`config.mk`:
```
export PLATFORM = sky130hd
export DESIGN_NAME = ram64_reader
export DESIGN_NICKNAME = d
export VERILOG_FILES = /design/src/rtl/ram64_reader.sv
export SDC_FILE = /design/constraint.sdc
export NUM_CORES = 1
export LEC_CHECK = 0
export CORE_UTILIZATION = 30
export CTS_CLUSTER_SIZE = 12
export DETAILED_ROUTE_END_ITERATION = 6
export GPL_TIMING_DRIVEN = 0
export PLACE_DENSITY = 0.6
export RECOVER_POWER = 50
export SLEW_MARGIN = 20
export SYNTH_ARGS = -nofsm -noshare
export SYNTH_HDL_FRONTEND = slang
export SYNTH_SLANG_ARGS = --single-unit
```
`constraint.sdc`:
```
create_clock -name clk -period 2.5 [get_ports clk]
set_input_delay 0.25 -clock clk [delete_from_list [all_inputs] [get_ports clk]]
set_output_delay 0.25 -clock clk [all_outputs]
set_load 0.01 [all_outputs]
```
`src/rtl/ram64_reader.sv`:
```
// rtl/ram64_reader.sv - streams a contiguous block of ram64 words onto a valid/ready channel
// Reads only: address tracks the fetch pointer, load is tied low, out is captured into a one-word stage.
module ram64_reader #(
  parameter int ADDR_W = 6,
  parameter int DATA_W = 16,
  parameter int LEN_W  = 7
) (
  input  logic              clk,
  input  logic              rst_n,
  input  logic              start,
  input  logic [ADDR_W-1:0] base,
  input  logic [LEN_W-1:0]  len,
  output logic              busy,
  output logic              done,
  output logic [ADDR_W-1:0] mem_address,
  output logic              mem_load,
  input  logic [DATA_W-1:0] mem_out,
  output logic [DATA_W-1:0] out_data,
  output logic              out_valid,
  input  logic              out_ready
);

  typedef enum logic [1:0] {S_IDLE, S_RUN, S_DONE} state_t;

  localparam logic [LEN_W-1:0] MAX_LEN = LEN_W'(1 << ADDR_W);

  state_t              state_q, state_d;
  logic [ADDR_W-1:0]   fetch_ptr_q, fetch_ptr_d;
  logic [LEN_W-1:0]    to_fetch_q, to_fetch_d;
  logic [DATA_W-1:0]   out_data_q, out_data_d;
  logic                out_valid_q, out_valid_d;
  logic                fetch_en;

  always_ff @(posedge clk or negedge rst_n) begin
    if (!rst_n) begin
      state_q     <= S_IDLE;
      fetch_ptr_q <= '0;
      to_fetch_q  <= '0;
      out_data_q  <= '0;
      out_valid_q <= 1'b0;
    end else begin
      state_q     <= state_d;
      fetch_ptr_q <= fetch_ptr_d;
      to_fetch_q  <= to_fetch_d;
      out_data_q  <= out_data_d;
      out_valid_q <= out_valid_d;
    end
  end

  always_comb begin
    state_d     = state_q;
    fetch_ptr_d = fetch_ptr_q;
    to_fetch_d  = to_fetch_q;
    out_data_d  = out_data_q;
    out_valid_d = out_valid_q;
    fetch_en    = 1'b0;
    case (state_q)
      S_IDLE: begin
        if (start) begin
          fetch_ptr_d = base;
          to_fetch_d  = (len > MAX_LEN) ? MAX_LEN : len;
          state_d     = (len == '0) ? S_DONE : S_RUN;
        end
      end
      S_RUN: begin
        // Refill the output stage whenever it is empty or being drained this edge.
        fetch_en = (to_fetch_q != '0) && (!out_valid_q || out_ready);
        if (to_fetch_q == '0 && (!out_valid_q || out_ready)) begin
          out_valid_d = 1'b0;
          state_d     = S_DONE;
        end else if (fetch_en) begin
          out_data_d  = mem_out;
          out_valid_d = 1'b1;
          fetch_ptr_d = fetch_ptr_q + ADDR_W'(1);
          to_fetch_d  = to_fetch_q - LEN_W'(1);
        end else if (out_valid_q && out_ready) begin
          out_valid_d = 1'b0;
        end
      end
      S_DONE: state_d = S_IDLE;
      default: state_d = S_IDLE;
    endcase
  end

  assign busy        = (state_q == S_RUN) || (state_q == S_DONE);
  assign done        = (state_q == S_DONE);
  assign mem_address = fetch_ptr_q;
  assign mem_load    = 1'b0;
  assign out_data    = out_data_q;
  assign out_valid   = out_valid_q;

endmodule

```
==> impl_results.md, run 1 <==
- Status: finished, final reports clean
- Crit share post-route: 80.3%
- Placer congestion estimate: 0.771
- Netlist Area Pre-Place: 1790 um2
- Die ar.: approximately 6300 um2
- Largest fanout on the critical path: 8
- Antenna viol nets, final: 0
- PortBufs: 57
- Post-synthesis sequential area ratio: 44.7%
- Total gr overflow: 0
- Initial Utilization: between 30% and 40%
- Nets: ~270
- Routed WL: 4.32 mm
- Synth unique cells: just under 50
- Postcts setup bufs: 0
- Maximum vdd drop: 0.457 mV
- CP startpoint kind: flop
- Overall global routing resource usage: 14.5%
- Yosys top cell by area: dfrtp_1
- Initial antenna violation count: 0
- Routed vias: 1484
- Hold Fails Final Rpt: 0
- Syn Inst Count: 160
- Worst Skew: 0.00828 ns
- Die W: 79.3 um
- DR vias/cell: 4.96
- Final core occ: 45.8%
- FF-to-FF End: mem_address[1]
- Setup_tns: 0 ns
- Max cap viols: 0
- Clock Latency Late Sink: ~0.29 ns
- DRT iter0 DRCs: 117
- Setup slack, reg-to-reg: 0.49 ns
- Kind of critical path: reg -> reg
- Die span in y: 79.3 um
- Predominant post-synthesis flop cell: dfrtp_1
- Worst-margin pin slew: 1.40 ns
- Most common cell after layout, fill and taps aside: clkdlybuf4s50_1
- Largest net degree at the start of global routing: 31
- H-tree levels: 2
- Worst slew margin: 6.58%
- Core footprint: 5640 um2
- Ys async rst share: 100%
- Unrepaired setup endpoints after global routing: no
- Yosys warns: 0
- CTS root buf: clkbuf_8
- Number of synthesized flops with an enable pin: 0
- Hold Crit Class: in -> async
- Routed wire per std cell: around 14 um
- Row count: 27
- Setup crit end kind: flop
- Post-Syn Nets: 199
- Boundary Pins: 59
- Commonest cells after routing, fill and taps aside: clkdlybuf4s50_1, dfrtp_1, dlygate4sd3_1, mux2_4, nor2_1
- Longest Clk Path Bufs: 2
- DRC: 0
- Synth area leaders: dfrtp_1, mux2_4, mux2_2, ha_1, o21ai_0
- CTS tree: done
- Leak: 1.09 nW
- Worst-path clk slew: 0.07 ns
- PwrDens: 1250 nW/um2
- CTS Buf Count: 5
- Final setup violation count: 0
- Ant. Diodes: 0
- Data required time of the worst path: ~2.7 ns
- Post-route minimum period: 2.01 ns
- Max-slew violation count: 0
- First-pass GRT wire length: between 6 and 7 mm
- Vias in the first global route: 1494
- Drt pass-1 iters: 5
- Worst Path Arrival: around 2.2 ns
- Layout cells sized above 1: 18.5%
- Fmax achieved: 498 MHz
- Reg2Reg Depth: 6
- Yosys reg bits: 32
- Syn_area_per_cell: around 11 um2
- Reg-to-Reg Start: state_q[0]
- Post-synth top area share: 44.7%
- Post-DP HPWL: roughly 3.2 mm
- Area delta synth->final: 44.0%
- Sink Count: 32
## synth_stat cells, drive strengths merged, types with 2 or more instances
cell type   n
a21oi       7
a31oi       2
a32oi       3
buf         5
clkbuf      2
dfrtp      32
ha          6
inv         8
mux2       17
nand2       7
nand3       8
nand4       4
nor2        9
nor2b       4
nor3        6
o211ai      2
o21ai      11
o221ai      2
o31ai       5
## cell families (layout without fill, tap and decap cells)
| logic type | Yosys count | count (layout) | share of synthesized area [%] |
|---|---|---|---|
| muxes | 18 | 18 | 13.3 |
| adders and majority gates | 6 | 6 | 4.19 |
| buffers and inverters | 15 | 82 | 4.68 |
| and+or+nand+nor | 45 | 45 | 15.5 |
| other | 1 | 1 | 0.209 |
| AOI/OAI and AO/OA | 43 | 43 | 17.4 |
| DFF | 32 | 32 | 44.7 |
## stage by stage
step | hold slack, ns | area (um2) | instances | power [mW] | worst slack [ns]
global placement | 0.486 | 2450 | 289 | 2.76 | 0.440
floorplan | -0.0456 | 1790 | 160 | 2.07 | 0.728
detailed placement | 0.0625 | 2470 | 290 | 2.77 | 0.445
global route | 0.280 | 2580 | 299 | 3.45 | 0.267
CTS | 0.285 | 2590 | 299 | 3.29 | 0.480
finish | 0.285 | 2580 | 299 | 3.22 | 0.492
## sequential cells by signal, indices dropped and copies added, names as in the netlist
name	cells
to_fetch_q	7
out_data	16
state_q	2
out_valid	1
mem_address	6
## critical path: stages (launching register included)
cell and delay, ns:
dfrtp_1 0.39, inv_1 0.08, ha_1 0.26, nor2b_4 0.16
nor3_2 0.49, nand2_1 0.32, o21ai_0 0.25
## power by group
group | internal (mW) | switching [mW]
registers | 0.773 | 0.188
clock network | 0.295 | 0.198
logic | 0.935 | 0.827
## worst max-delay path by stage
stage                          start        endpoint  cells past startpoint
after floorplan           state_q[0]   to_fetch_q[1]                      6
after global placement         start  mem_address[1]                      5
after detailed placement       start   to_fetch_q[0]                      5
after CTS                 state_q[0]  mem_address[1]                      6
after global routing           rst_n      state_q[1]                      3
final                     state_q[0]  mem_address[1]                      6
## routing by layer
layer	vias up	track usage (%)	routed length, um	share of wire (%)
met4	0	4.91	21	0.49
met2	53	22.0	2070	48
met5	-	0	0	0
met3	2	5.06	235	5.4
li1	726	-	-	-
met1	703	19.0	1990	46
## repair_timing
action                     CTS  global route
hold buffers                 1             0
hold endpoints to repair    32             0
gates resized for setup      0             0
setup endpoints to repair    0             0
## cell type report
type / instances / area [um2]
clock inverter: 3 / 42.5
clock buffer: 5 / 68.8
multi-input combinational: 113 / 908
sequential: 32 / 801
fill: 536 / 3060
buffer: 7 / 53.8
tap: 72 / 90.1
timing repair buffer: 59 / 587
inverter: 8 / 30.0
(Power assumes the default switching activity.)
==> run 2, diff against run 1 <==
==> constraint.sdc (replaced) <==
create_clock -name clk -period 2 [get_ports clk]
set_input_delay 0.2 -clock clk [delete_from_list [all_inputs] [get_ports clk]]
set_output_delay 0.2 -clock clk [all_outputs]
set_load 0.01 [all_outputs]
==> run 2 against run 1 <==
- utilization is 0.13 points higher
- cell count stayed put
- sequential power is 25% higher
- worst setup slack worse by 0.37 ns
- sequential cell count stayed put
- first-iteration DRC count is 6.8% lower
- final area is 0.29% higher
- via count is 0.20% lower
- combinational power is 27% higher
- maximum frequency is 7.2% higher
- wire length is 0.25% higher
- critical path type unchanged
- critical endpoint unchanged
- highest routed layer unchanged
==> impl_results.md, run 2 (synthesized netlist as in run 1, its figures left out) <==
- Largest fanout on the critical path: 10
- Worst-path clk slew: 0.07 ns
- PortBufs: 57
- Area delta synth->final: 44.4%
- Overall global routing resource usage: between 10 and 15%
- Longest Clk Path Bufs: 2
- Postcts setup bufs: 0
- Hold Crit Class: in -> async
- Die ar.: between 6000 and 7000 um2
- Final setup margin: 0.126 ns
- Sink Count: 32
- Area of the multi-input gates: 922 um2
- Most common cell after layout, fill and taps aside: clkdlybuf4s50_1
- Worst-margin pin slew: a little under 0.8 ns
- DRT iter0 DRCs: 109
- Setup crit end kind: flop
- Worst slew margin: 47.8%
- Worst Skew: 0.00903 ns
- H-tree levels: 2
- Data required time of the worst path: 2.16 ns
- Crit share post-route: 93.7%
- Initial antenna violation count: 0
- Max reg flops: 16
- Kind of critical path: reg -> reg
- DRC: 0
- CTS Buf Count: 5
- Total gr overflow: 0
- Maximum vdd drop: 0.571 mV
- Vias in the first global route: 1496
- Final core occ: 45.9%
- Post-route minimum period: about 1.9 ns
- Routed WL: about 4.3 mm
- Die W: a little under 80 um
- Status: finished, final reports clean
- DR vias/cell: 4.95
- Boundary Pins: 59
- Ant. Diodes: 0
- Layout cells sized above 1: 20.7%
- Leak: about 1.1 nW
- CTS root buf: clkbuf_8
- CTS tree: done
- Core footprint: 5640 um2
- Routed wire per std cell: roughly 14 um
- Sequential Area: roughly 800 um2
- Post-DP HPWL: approximately 3.2 mm
- Row count: 27
- Nets: 265
- Placer congestion estimate: approximately 0.77
- Antenna viol nets, final: 0
- Clock Latency Late Sink: a little under 0.3 ns
- First-pass GRT wire length: 6.95 mm
- Unrepaired setup endpoints after global routing: no
- Routed vias: 1481
- Die span in y: 79.3 um
- WHS: approximately 0.24 ns
- PwrDens: 1570 nW/um2
- Worst Path Arrival: 2.04 ns
- Fmax achieved: 534 MHz
- Largest net degree at the start of global routing: 31
- Max cap viols: 0
- CP startpoint kind: flop
- Pre-CTS WS: -0.0213 ns
- Drt pass-1 iters: 5
- Hold Fails Final Rpt: 0
- Commonest cells after routing, fill and taps aside: clkdlybuf4s50_1, dfrtp_1, dlygate4sd3_1, mux2_4
- Initial Utilization: 31.8%
- Max-slew violation count: 0
- Final setup violation count: 0
- # fillers: 536
[run 2: cell count changes in the layout (fill, tap and decap cells not counted)]
cell / change
nand2_2: +1
clkbuf_2: +2
dlymetal6s4s_1: -1
clkbuf_1: -1
nor3_2: -1
nor2_1: -1
nor3_4: +1
nor2_2: +1
ha_1: -1
ha_2: +1
nand2_1: -1
[run 2: routing by layer]
layer	track usage [%]	part of all wire [%]
met3	5.06	5.7
met1	19.1	46
met4	4.91	0.58
met5	0	0
met2	22.0	48
[run 2: per-stage QoR]
| stage | std cells | cell area (um2) | power, mW | TNS (ns) |
|---|---|---|---|---|
| final | 299 | 2590 | 4.06 | 0 |
| after global routing | 299 | 2590 | 4.36 | 0 |
| after CTS | 299 | 2600 | 4.13 | 0 |
| after detailed placement | 290 | 2470 | 3.46 | -0.0408 |
| after global placement | 289 | 2450 | 3.45 | -0.0188 |
| after floorplan | 160 | 1790 | 2.59 | 0 |
[run 2: power breakdown]
part | switching, mW | total, mW | internal, mW
registers | 0.234 | 1.20 | 0.967
logic | 1.05 | 2.24 | 1.19
clock network | 0.249 | 0.617 | 0.368
[run 2: worst paths after layout]
check	startpoint	endpoint	slack (ns)	depth (start not counted)
max in group asynchronous	rst_n	state_q[1]	0.78	3
setup reg to reg	state_q[1]	mem_address[1]	0.13	6
setup / recovery	state_q[1]	mem_address[1]	0.13	6
min in group clk	out_data[3]	out_data[3]	0.50	1
hold reg to reg	out_data[3]	out_data[3]	0.50	1
hold / removal	rst_n	out_data[11]	0.24	2
[run 2: final cells by class]
class                   instances  area share [%]
repair buffers                 59            22.4
well taps                      72            3.48
multi-input cells             113            35.6
plain buffers                   7            2.13
flip-flops and latches         32            30.9
inverters                       8            1.16
clock buffers                   5            2.66
clock inverters                 3            1.64
[run 2: what timing repair did]
item	CTS	global route
setup endpoints to repair	2	8
gates resized for setup	1	5
hold endpoints to repair	32	0
cloned	0	0
hold buffers	1	0
[run 2: worst max-delay path, stage by stage, from the launching register on]
cell and delay (ns):
dfrtp_1 0.40, inv_1 0.09, ha_1 0.21, buf_2 0.27
nand4_1 0.37, nand2_2 0.28, o21ai_0 0.13
==> run 3, diff against run 2 <==
--- a/config.mk
+++ b/config.mk
@@ -6,12 +6,12 @@
 export NUM_CORES = 1
 export LEC_CHECK = 0
 export CORE_UTILIZATION = 30
+export CTS_BUF_LIST = sky130_fd_sc_hd__clkbuf_4 sky130_fd_sc_hd__clkbuf_8 sky130_fd_sc_hd__clkbuf_16
 export CTS_CLUSTER_SIZE = 12
 export DETAILED_ROUTE_END_ITERATION = 6
 export GPL_TIMING_DRIVEN = 0
 export PLACE_DENSITY = 0.6
 export RECOVER_POWER = 50
-export SLEW_MARGIN = 20
 export SYNTH_ARGS = -nofsm -noshare
 export SYNTH_HDL_FRONTEND = slang
 export SYNTH_SLANG_ARGS = --single-unit
==> run 3 against run 2 <==
- sequential share of layout area rose by 0.075 points
- clock power rose by 1%
- utilization fell by 0.11 points
- combinational power barely moved
- worst hold slack improved by 0.26 ns
- cell count fell by 0.33%
- count of clock-buffer cells in the layout did not move
- clock skew fell by 0.00057 ns
- non-clock buffer count fell by 1
- via count rose by 1.8%
- total power barely moved
- maximum frequency fell by 0.76%
- critical path type unchanged
- critical endpoint is now to_fetch_q[1]
- largest cell class unchanged
==> impl_results.md, run 3 (synthesized netlist as in run 1, its figures left out) <==
- DRT iter0 DRCs: 124
- Worst Path Arrival: 2.06 ns
- Switching power: 1.54 mW
- Nets: 264
- Vias in the first global route: 1487
- Inst Count DP: 289
- Core footprint: 5640 um2
- CTS root buf: clkbuf_8
- Sink Count: 32
- Leak: 1.09 nW
- Max cap viols: 0
- Crit share post-route: 94.4%
- Data required time of the worst path: 2.17 ns
- Most common cell after layout, fill and taps aside: clkdlybuf4s50_1
- CP startpoint kind: flop
- Die ar.: 6290 um2
- Antenna viol nets, final: 0
- Slowest cell delay on critical path: 0.38 ns
- Switching Share: between 30% and 40%
- Row count: 27
- Final std cells w/o fill: 298
- CTS tree: done
- Longest Clk Path Bufs: 2
- Routed vias: 1508
- Kind of critical path: reg -> reg
- Status: finished, final reports clean
- Worst-margin pin slew: 0.822 ns
- Overall global routing resource usage: between 10% and 20%
- Fmax achieved: 529 MHz
- Area delta synth->final: 44.0%
- Clock Latency Late Sink: 0.29 ns
- Comb pwr share: 55.0%
- Worst path bufs/invs: 1
- Layout cells sized above 1: approximately a fifth
- Largest net degree at the start of global routing: 33
- Critical Path Slowest Stage Cell: dfrtp_1
- Largest fanout on the critical path: 4
- PwrDens: 1570 nW/um2
- Worst-path clk slew: 0.07 ns
- Max-slew violation count: 0
- Final setup violation count: 0
- Cell family with most CP delay: simple AND/OR/NAND/NOR gates
- Seq pwr share: 29.6%
- Die W: 79.3 um
- Hold Fails Final Rpt: 0
- Internal power: 2.52 mW
- Unrepaired setup endpoints after global routing: no
- Placer congestion estimate: ~0.77
- Max reg flops: 16
- Postcts setup bufs: 0
- Ant. Diodes: 0
- Tot Pwr: between 4 and 5 mW
- Worst Skew: 0.00846 ns
- Critical Path, Cell by Cell: inv_1 -> ha_1 -> and3b_1 -> or3_4 -> nor2_1 -> mux2_2
- Maximum vdd drop: ~0.65 mV
- PortBufs: 57
- First-pass GRT wire length: 7.14 mm
- Routed WL: 4.37 mm
- Boundary Pins: 59
- CTS Buf Count: 5
- Post-DP HPWL: 3.11 mm
- Total gr overflow: 0
- Commonest cells after routing, fill and taps aside: clkdlybuf4s50_1, dfrtp_1, dlygate4sd3_1, mux2_4, nor2_1
- DRC: 0
- Initial antenna violation count: 0
- DR vias/cell: 5.06
- H-tree levels: 2
- Initial Utilization: 31.8%
- Hold Crit Class: reg -> reg
- Drt pass-1 iters: 4
- Clock share of power: 15.4%
- Worst slew margin: 45.2%
- Routed wire per std cell: about 15 um
- Die span in y: just under 80 um
- Setup crit end kind: flop
- Post-route minimum period: 1.89 ns
[run 3: changes by cell type in the layout (fill, tap and decap cells not counted), sizes merged]
| cell | previous run | this run |
|---|---|---|
| clkbuf | 9 | 8 |
[run 3: power groups by stage]
| stage | Clock [mW] | Sequential (mW) | Combinational, mW |
|---|---|---|---|
| 3_5_place_dp | 0 | 1.22 | 2.23 |
| 3_3_place_gp | 0 | 1.21 | 2.24 |
| 2_1_floorplan | 0 | 1.29 | 1.29 |
| 5_1_grt | 0.679 | 1.25 | 2.43 |
| 6_report | 0.626 | 1.20 | 2.23 |
| 4_1_cts | 0.645 | 1.21 | 2.28 |
[run 3: final cells by class]
type                       count  area (um2)
fill                         535        3060
multi-input combinational    113         920
sequential                    32         801
timing repair buffer          58         576
tap                           72        90.1
clock buffer                   5        68.8
buffer                         7        55.1
clock inverter                 3        42.5
inverter                       8        30.0
[run 3: layer usage]
layer / wire length, um / track usage [%] / part of all wire, %
met2: 2060 / 22.5 / 47
met5: 0 / 0 / 0
met1: 1990 / 20.0 / 46
met4: 59 / 6.00 / 1.3
met3: 266 / 4.14 / 6.1
[run 3: timing repair]
action | 4_1_cts | 5_1_grt
resized for setup | 1 | 4
hold endpoints to repair | 32 | 0
endpoints found under the setup margin | 2 | 7
hold buffers | 1 | 0
[run 3: worst paths after layout]
path | from | slack, ns | depth (start not counted) | to
setup / recovery | state_q[1] | 0.11 | 6 | to_fetch_q[1]
hold / removal | out_data[3] | 0.50 | 1 | out_data[3]
setup reg to reg | state_q[1] | 0.11 | 6 | to_fetch_q[1]
hold reg to reg | out_data[3] | 0.50 | 1 | out_data[3]
max in group asynchronous | rst_n | 0.95 | 2 | out_data[4]
min in group asynchronous | rst_n | 0.54 | 2 | out_data[9]
[run 3: worst register-to-register path: stages (launching register included)]
cell     delay, ns
dfrtp_1       0.38
inv_1         0.08
ha_1          0.22
and3b_1       0.23
or3_4         0.35
nor2_1        0.17
mux2_2        0.35
[run 3: through the flow]
stage | hold WS (ns) | area, um2 | utilization, % | setup TNS, ns | setup WS, ns
6_report | 0.498 | 2580 | 45.8 | 0 | 0.111
5_1_grt | 0.516 | 2580 | 45.8 | 0 | 0.00806
4_1_cts | 0.502 | 2580 | 45.7 | 0 | 0.0521
3_5_place_dp | 0.302 | 2450 | 43.4 | -0.0139 | -0.00953
3_3_place_gp | 0.486 | 2450 | 43.5 | -0.0188 | -0.00979
2_1_floorplan | -0.0956 | 1790 | - | 0 | 0.228
